`src/rtl/ibis_texture_mapper_pipe_if.sv`:
```
`default_nettype none
// +----------------------------------------------------------------------------+
// | ibis_texture_mapper_pipe_if: config, pixel-in and address-out bundle       |
// | Rev 1.0                                                                    |
// +----------------------------------------------------------------------------+
interface ibis_texture_mapper_pipe_if #(
  parameter int TILE_SIZE_POW2 = 5,
  parameter int WIDTH          = 10,
  parameter int COEF_WIDTH     = 12
);
  logic                           cfg_valid;
  logic [2:0]                     cfg_index;
  logic signed [COEF_WIDTH-1:0]   cfg_data;
  logic                           cfg_busy;

  logic                           s_valid;
  logic                           s_ready;
  logic [WIDTH-1:0]               s_x;
  logic [WIDTH-1:0]               s_y;

  logic                           m_valid;
  logic                           m_ready;
  logic [2*TILE_SIZE_POW2-1:0]    m_address;
  logic                           m_stencil;

  modport master (
    output cfg_valid, cfg_index, cfg_data, s_valid, s_x, s_y, m_ready,
    input  cfg_busy, s_ready, m_valid, m_address, m_stencil
  );

  modport slave (
    input  cfg_valid, cfg_index, cfg_data, s_valid, s_x, s_y, m_ready,
    output cfg_busy, s_ready, m_valid, m_address, m_stencil
  );
endinterface
`default_nettype wire

```
`src/rtl/ibis_texture_mapper_pipe.sv`:
```
`default_nettype none
// +----------------------------------------------------------------------------+
// | ibis_texture_mapper_pipe: 3-stage affine screen->texel address generator   |
// | Optional wrap addressing: define IBIS_TEXMAP_WRAP_EN.     Rev 1.0          |
// +----------------------------------------------------------------------------+
module ibis_texture_mapper_pipe #(
  parameter int TILE_SIZE_POW2 = 5,
  parameter int WIDTH          = 10,
  parameter int COEF_WIDTH     = 12,
  parameter int FRAC_BITS      = 4
) (
  input  wire                       aclk,
  input  wire                       aresetn,
  ibis_texture_mapper_pipe_if.slave bus
);

  localparam int ACC_W = COEF_WIDTH + WIDTH + 2;
  localparam int T     = TILE_SIZE_POW2;
  localparam logic signed [COEF_WIDTH-1:0] ONE = COEF_WIDTH'(1 << FRAC_BITS);

  function automatic logic signed [ACC_W-1:0] sext(input logic signed [COEF_WIDTH-1:0] c);
    return ACC_W'(c);
  endfunction

  logic signed [COEF_WIDTH-1:0] sh_a, sh_b, sh_c, sh_d, sh_tx, sh_ty;
  logic signed [COEF_WIDTH-1:0] act_a, act_b, act_c, act_d, act_tx, act_ty;
  logic                         commit_pending;

  logic                         v1, v2;
  logic signed [ACC_W-1:0]      p_ax, p_by, p_cx, p_dy;
  logic signed [ACC_W-1:0]      sum_x, sum_y;

  logic                         advance;
  logic                         s_ready_int;
  logic                         accept;
  logic                         commit_fire;
  logic signed [ACC_W-1:0]      x_ext, y_ext;
  logic signed [ACC_W-1:0]      u_full, v_full;
  logic                         in_u, in_v, pass_u, pass_v;

  assign advance     = !bus.m_valid || bus.m_ready;
  assign s_ready_int = advance && !commit_pending && aresetn;
  assign accept      = bus.s_valid && s_ready_int;
  // The active bank may only change once nothing in flight depends on it
  assign commit_fire = commit_pending && !v1 && !v2 && !bus.m_valid;

  assign bus.s_ready  = s_ready_int;
  assign bus.cfg_busy = commit_pending;

  assign x_ext = signed'(ACC_W'(bus.s_x));
  assign y_ext = signed'(ACC_W'(bus.s_y));

  // Shadow bank writes and atomic shadow->active copy
  always_ff @(posedge aclk) begin
    if (!aresetn) begin
      sh_a   <= ONE;
      sh_b   <= '0;
      sh_c   <= '0;
      sh_d   <= ONE;
      sh_tx  <= '0;
      sh_ty  <= '0;
      act_a  <= ONE;
      act_b  <= '0;
      act_c  <= '0;
      act_d  <= ONE;
      act_tx <= '0;
      act_ty <= '0;
    end else begin
      if (bus.cfg_valid) begin
        case (bus.cfg_index)
          3'd0:    sh_a  <= bus.cfg_data;
          3'd1:    sh_b  <= bus.cfg_data;
          3'd2:    sh_c  <= bus.cfg_data;
          3'd3:    sh_d  <= bus.cfg_data;
          3'd4:    sh_tx <= bus.cfg_data;
          3'd5:    sh_ty <= bus.cfg_data;
          default: ;
        endcase
      end
      if (commit_fire) begin
        act_a  <= sh_a;
        act_b  <= sh_b;
        act_c  <= sh_c;
        act_d  <= sh_d;
        act_tx <= sh_tx;
        act_ty <= sh_ty;
      end
    end
  end

  // A repeated commit while one is pending is simply absorbed
  always_ff @(posedge aclk) begin
    if (!aresetn) begin
      commit_pending <= 1'b0;
    end else if (commit_pending) begin
      if (commit_fire) commit_pending <= 1'b0;
    end else if (bus.cfg_valid && bus.cfg_index == 3'd7) begin
      commit_pending <= 1'b1;
    end
  end

  always_ff @(posedge aclk) begin
    if (advance) begin
      if (accept) begin
        p_ax <= sext(act_a) * x_ext;
        p_by <= sext(act_b) * y_ext;
        p_cx <= sext(act_c) * x_ext;
        p_dy <= sext(act_d) * y_ext;
      end
      if (v1) begin
        sum_x <= p_ax + p_by - (sext(act_tx) <<< FRAC_BITS);
        sum_y <= p_cx + p_dy - (sext(act_ty) <<< FRAC_BITS);
      end
    end
  end

  assign u_full = sum_x >>> FRAC_BITS;
  assign v_full = sum_y >>> FRAC_BITS;
  assign in_u   = (u_full[ACC_W-1:T] == '0);
  assign in_v   = (v_full[ACC_W-1:T] == '0);

`ifdef IBIS_TEXMAP_WRAP_EN
  logic [1:0] sh_wrap, act_wrap;

  always_ff @(posedge aclk) begin
    if (!aresetn) begin
      sh_wrap  <= 2'b00;
      act_wrap <= 2'b00;
    end else begin
      if (bus.cfg_valid && bus.cfg_index == 3'd6) sh_wrap <= bus.cfg_data[1:0];
      if (commit_fire) act_wrap <= sh_wrap;
    end
  end

  assign pass_u = in_u || act_wrap[0];
  assign pass_v = in_v || act_wrap[1];
`else
  assign pass_u = in_u;
  assign pass_v = in_v;
`endif

  always_ff @(posedge aclk) begin
    if (!aresetn) begin
      v1            <= 1'b0;
      v2            <= 1'b0;
      bus.m_valid   <= 1'b0;
      bus.m_address <= '0;
      bus.m_stencil <= 1'b0;
    end else if (advance) begin
      v1          <= accept;
      v2          <= v1;
      bus.m_valid <= v2;
      if (v2) begin
        bus.m_address <= {v_full[T-1:0], u_full[T-1:0]};
        bus.m_stencil <= pass_u && pass_v;
      end
    end
  end

endmodule
`default_nettype wire

```
`src/flat_wrapper.sv`:
```
// flat-port wrapper written by rule: the top's interface ports become plain ports
module ibis_texture_mapper_pipe_flat 
#(
  parameter int TILE_SIZE_POW2 = 5,
  parameter int WIDTH          = 10,
  parameter int COEF_WIDTH     = 12,
  parameter int FRAC_BITS      = 4
)
  (aclk, aresetn, bus_cfg_valid, bus_cfg_index, bus_cfg_data, bus_s_valid, bus_s_x, bus_s_y, bus_m_ready, bus_cfg_busy, bus_s_ready, bus_m_valid, bus_m_address, bus_m_stencil);
  ibis_texture_mapper_pipe_if #(.TILE_SIZE_POW2(TILE_SIZE_POW2), .WIDTH(WIDTH), .COEF_WIDTH(COEF_WIDTH)) bus_i ();
  input  wire aclk;
  input  wire aresetn;
  input wire logic [$bits(bus_i.cfg_valid)-1:0] bus_cfg_valid;
  input wire logic [$bits(bus_i.cfg_index)-1:0] bus_cfg_index;
  input wire logic [$bits(bus_i.cfg_data)-1:0] bus_cfg_data;
  input wire logic [$bits(bus_i.s_valid)-1:0] bus_s_valid;
  input wire logic [$bits(bus_i.s_x)-1:0] bus_s_x;
  input wire logic [$bits(bus_i.s_y)-1:0] bus_s_y;
  input wire logic [$bits(bus_i.m_ready)-1:0] bus_m_ready;
  output wire logic [$bits(bus_i.cfg_busy)-1:0] bus_cfg_busy;
  output wire logic [$bits(bus_i.s_ready)-1:0] bus_s_ready;
  output wire logic [$bits(bus_i.m_valid)-1:0] bus_m_valid;
  output wire logic [$bits(bus_i.m_address)-1:0] bus_m_address;
  output wire logic [$bits(bus_i.m_stencil)-1:0] bus_m_stencil;
  assign bus_i.cfg_valid = bus_cfg_valid;
  assign bus_i.cfg_index = bus_cfg_index;
  assign bus_i.cfg_data = bus_cfg_data;
  assign bus_i.s_valid = bus_s_valid;
  assign bus_i.s_x = bus_s_x;
  assign bus_i.s_y = bus_s_y;
  assign bus_i.m_ready = bus_m_ready;
  assign bus_cfg_busy = bus_i.cfg_busy;
  assign bus_s_ready = bus_i.s_ready;
  assign bus_m_valid = bus_i.m_valid;
  assign bus_m_address = bus_i.m_address;
  assign bus_m_stencil = bus_i.m_stencil;
  ibis_texture_mapper_pipe #(.TILE_SIZE_POW2(TILE_SIZE_POW2), .WIDTH(WIDTH), .COEF_WIDTH(COEF_WIDTH), .FRAC_BITS(FRAC_BITS)) u_core (.aclk(aclk), .aresetn(aresetn), .bus(bus_i));
endmodule
```
`config.mk`:
```
export PLATFORM = sky130hd
export DESIGN_NAME = ibis_texture_mapper_pipe_flat
export DESIGN_NICKNAME = d
export VERILOG_FILES = /design/src/rtl/ibis_texture_mapper_pipe_if.sv /design/src/rtl/ibis_texture_mapper_pipe.sv /design/src/flat_wrapper.sv
export SDC_FILE = /design/constraint.sdc
export NUM_CORES = 2
export LEC_CHECK = 0
export BUFFER_PORTS_ARGS = -buffer_cell sky130_fd_sc_hd__buf_4
export CORE_AREA = 2 2 227 229
export CTS_BUF_LIST = sky130_fd_sc_hd__clkbuf_8
export DETAILED_ROUTE_END_ITERATION = 6
export DIE_AREA = 0 0 229 231
export GPL_ROUTABILITY_DRIVEN = 0
export PLACE_DENSITY = 0.84
export REMOVE_ABC_BUFFERS = 1
export SYNTH_ARGS = -nofsm -noshare
export SYNTH_HDL_FRONTEND = slang
export SYNTH_SLANG_ARGS = --single-unit
```
`constraint.sdc`:
```
create_clock -name aclk -period 13.2 [get_ports aclk]
set_input_delay 1.32 -clock aclk [delete_from_list [all_inputs] [get_ports aclk]]
set_output_delay 1.32 -clock aclk [all_outputs]
set_load 0.05 [all_outputs]
```
==> results.py <==
metrics = {
    "setup_path": {
        "crit_chain": "buf_4 -> nand2_1 -> fa_1 -> fa_1 -> fa_1 -> inv_1 -> fa_1 -> inv_1 -> fa_1 -> inv_1 -> ha_1 -> or3_1 -> o311a_1 -> o31ai_2 -> a311oi_1 -> o21a_1 -> o21a_1 -> o41ai_2 -> xnor2_1",
        "timing.critical_path.buf_inv": 4,
        "critPathArrivalTime_ns": 6.64,
        "setup.worst_path.start_class": "input pin",
        "r2r_cells": 19,
        "cp-end-kind": "register",
        "slowest_stage": "fa_1",
        "max_stage_delay_ns": 0.59,
        "crit_required_ns": 13.53,
        "worst-path-stages": 19,
        "critPathKind": "input pin to register",
        "worstPathMaxFanout": 24,
        "path_common_cell": "fa_1",
        "crit_family": "adder cells",
    },
    "finish": {
        "layout_commonest_cell": "inv_1",
        "final_layout_size_suffix_gt1_share_pct": 4.16,
        "mostFrequentLayoutCells": "inv_1, nand2_1, fa_1",
        "nNetsFinal": 4326,
        "n_fill_cell": 3867,
        "postLayoutCoreUtil_pct": 67.6,
        "area_growth_pct": 5.77,
    },
    "sta": {
        "finClkSkew_ns": 0.0248,
        "tightest_slew_ns": 0.977,
        "final.period_utilization_pct": 47.8,
        "drv_slew": 0,
        "final-hold-violation-count": 0,
        "fin_setup_tns_ns": 0,
        "relSlewSlack_pct": 34.9,
        "clock.fmax_mhz": 159,
        "period_needed_ns": 6.31,
        "layout_setup_ws_ns": 6.89,
        "rsz0062_at_grt": "no",
        "finalSetupViolCount": 0,
    },
    "cts": {
        "numClockSinks": 291,
        "cts_buffers": 50,
        "ctsResizeCount": 0,
        "hold_buffers": 0,
        "cts_setup_buffers": 0,
        "clkLatencyLatePin_ns": 0.62,
        "path_clk_slew_ns": 0.07,
        "h-tree-depth": 2,
        "cts_root_buf": "clkbuf_8",
        "clockBufferDepth": 3,
        "cts_tree": "yes",
    },
    "placed_design": {
        "dp_hpwl_mm": 54.3,
        "io_buffers": 53,
        "place_ws_ns": 6.36,
    },
    "floorplan": {
        "initial_core_util_pct": 64.0,
        "die_x_um": 229,
        "core-area_um2": 50700,
        "dieArea_um2": 52900,
        "die_h_um": 231,
        "row_count": 83,
        "io_pins": 54,
    },
    "flow_run": {
        "max_cap_violations": 0,
    },
    "pwr": {
        "fin_total_pwr_w": 0.00214,
        "vdd_drop_max_uv": 69.8,
        "p_leak_nw": 17.1,
        "power.density_nw_per_um2": 62.5,
    },
    "route": {
        "num_vias": 23142,
        "drc": 0,
        "vias_per_cell": 5.43,
        "drt_pre_antenna_iters": 5,
        "wl_mm": 71.3,
        "drtAntennaViolNets": 0,
        "drtIter0Drc": 1747,
        "wl_per_cell_um": 16.7,
    },
    "min_path": {
        "hold_class": "register to register",
        "whs_path_depth": 2,
    },
    "logic_synthesis": {
        "synth_area_per_cell_um2": 9.10,
        "synth-main-ff-cell": "dfxtp_1",
        "synth_edf_count": 132,
        "ys_async_sr_fraction_pct": 0,
        "synth_area_um2": 32400,
        "synth_cells": 3560,
        "synth_seq_cells": 291,
        "yosysWarnings": 0,
        "ys_seq_area_share_pct": 22.0,
        "synth_cell_types": 64,
    },
    "global_route": {
        "grt_use_total_pct": 28.2,
        "grt_max_degree": 116,
        "grt_pass1_wl_mm": 119,
        "globalRouteOverflowTotal": 0,
        "antenna_found_initial": 1,
        "grt_pass1_vias": 24119,
    },
    "outcome": {
        "status": "complete, no violations",
    },
}
==> flip-flops by register name, summed over array words and instances (netlist names) <==
signal	count
u_core.act_ty	12
u_core.bus.cfg_busy	1
u_core.sh_tx	12
u_core.act_c	12
u_core.sh_c	12
u_core.v2	1
u_core.act_d	12
u_core.v1	1
u_core.p_cx	23
u_core.sum_y	20
u_core.p_ax	23
u_core.sh_ty	12
u_core.p_by	23
u_core.sh_b	12
u_core.bus.m_valid	1
u_core.bus.m_address	10
u_core.bus.m_stencil	1
u_core.act_tx	12
u_core.sum_x	20
u_core.act_a	12
u_core.sh_a	12
u_core.act_b	12
u_core.sh_d	12
u_core.p_dy	23
==> Yosys cell counts (all sizes together), types with 2 or more instances <==
| cell | count | area [um^2] |
|---|---|---|
| a31o | 2 | 17.5 |
| o311ai | 2 | 17.5 |
| clkbuf | 135 | 507 |
| o211ai | 4 | 30.0 |
| nand3b | 2 | 15.0 |
| ha | 260 | 3250 |
| nor3 | 34 | 170 |
| a311o | 4 | 40.0 |
| o21ai | 34 | 174 |
| a311oi | 2 | 17.5 |
| inv | 874 | 3280 |
| o41ai | 3 | 41.3 |
| a211o | 3 | 26.3 |
| a22oi | 2 | 15.0 |
| a211oi | 14 | 105 |
| nor4 | 7 | 43.8 |
| fa | 490 | 9810 |
| edfxtp | 132 | 3960 |
| a21boi | 148 | 1110 |
| and3 | 9 | 56.3 |
| nor2 | 91 | 342 |
| o221a | 2 | 22.5 |
| a221oi | 2 | 17.5 |
| o31ai | 4 | 35.0 |
| mux2i | 12 | 120 |
| nand2 | 553 | 2080 |
| o41a | 2 | 22.5 |
| a31oi | 7 | 43.8 |
| nand3 | 18 | 90.1 |
| or3 | 12 | 80.1 |
| dfxtp | 159 | 3180 |
| a21oi | 58 | 298 |
| o21bai | 5 | 37.5 |
| nand4 | 5 | 31.3 |
| xnor2 | 87 | 762 |
| nand2b | 12 | 75.1 |
| o21a | 24 | 180 |
| nor2b | 27 | 169 |
| and2 | 254 | 1590 |
| xor2 | 27 | 236 |
| o2111a | 2 | 22.5 |
| nor3b | 3 | 22.5 |
| a21o | 20 | 150 |
==> final timing paths <==
check	startpoint	to	slack, ns
min reg2reg	u_core.sh_tx[7]	u_core.act_tx[7]	0.45
max reg2reg	u_core.act_a[8]	u_core.p_ax[22]	7.23
min	u_core.sh_tx[7]	u_core.act_tx[7]	0.45
max	bus_s_y[2]	u_core.p_dy[22]	6.89
==> final cells by class <==
type                    count  area (um^2)  share of cell area [%]
diodes                      1         2.50                 0.00730
clock buffers              61          840                    2.45
clock inverters            33          215                   0.628
inverters                 874         3280                    9.57
multi-input cells        2259        21500                    62.7
flip-flops and latches    291         7150                    20.8
well taps                 680          851                    2.48
repair buffers             60          450                    1.31
==> per-stage QoR <==
stage | hold WS, ns | instance area, um^2 | cells
after floorplan | 0.438 | 31900 | 3424
after global placement | 0.450 | 33200 | 4164
after detailed placement | 0.456 | 33200 | 4164
after CTS | 0.464 | 34300 | 4258
after global routing | 0.467 | 34300 | 4259
final | 0.452 | 34300 | 4259
==> power by group <==
| part | internal, W | switching [W] |
|---|---|---|
| clock network | 0.000463 | 0.000401 |
| registers | 0.000977 | 0.0000128 |
| logic | 0.000105 | 0.000184 |
==> worst reg2reg max path: cells and delay by family (launching register included) <==
family / cells / cell delay [ns]
buffers and inverters: 3 / 0.14
DFF: 1 / 0.70
adders and majority gates: 6 / 2.85
xor gates and xnor gates: 1 / 0.09
and+or+nand+nor: 3 / 0.38
AOI/OAI and AO/OA: 6 / 1.56
==> cells by family (layout without fill, tap and decap cells) <==
group / count (synthesis) / count (layout) / share of synthesized area, %
buf+inv: 1010 / 1028 / 11.7
simple gates: 1030 / 1030 / 14.8
flops: 291 / 291 / 22.0
other cells: 0 / 1 / 0
fa+ha+maj: 750 / 750 / 40.3
mux: 12 / 12 / 0.371
compound gates: 353 / 353 / 7.74
xor+xnor: 114 / 114 / 3.08
==> layer usage <==
metal | track usage, % | part of all wire [%] | up-vias
met5 | 0 | 0 | -
met4 | 11.6 | 4.2 | 0
met3 | 3.22 | 6.3 | 166
met2 | 47.6 | 48 | 764
met1 | 37.4 | 41 | 11547
li1 | - | - | 10665
No activity file was read; power rests on OpenSTA's default activity.
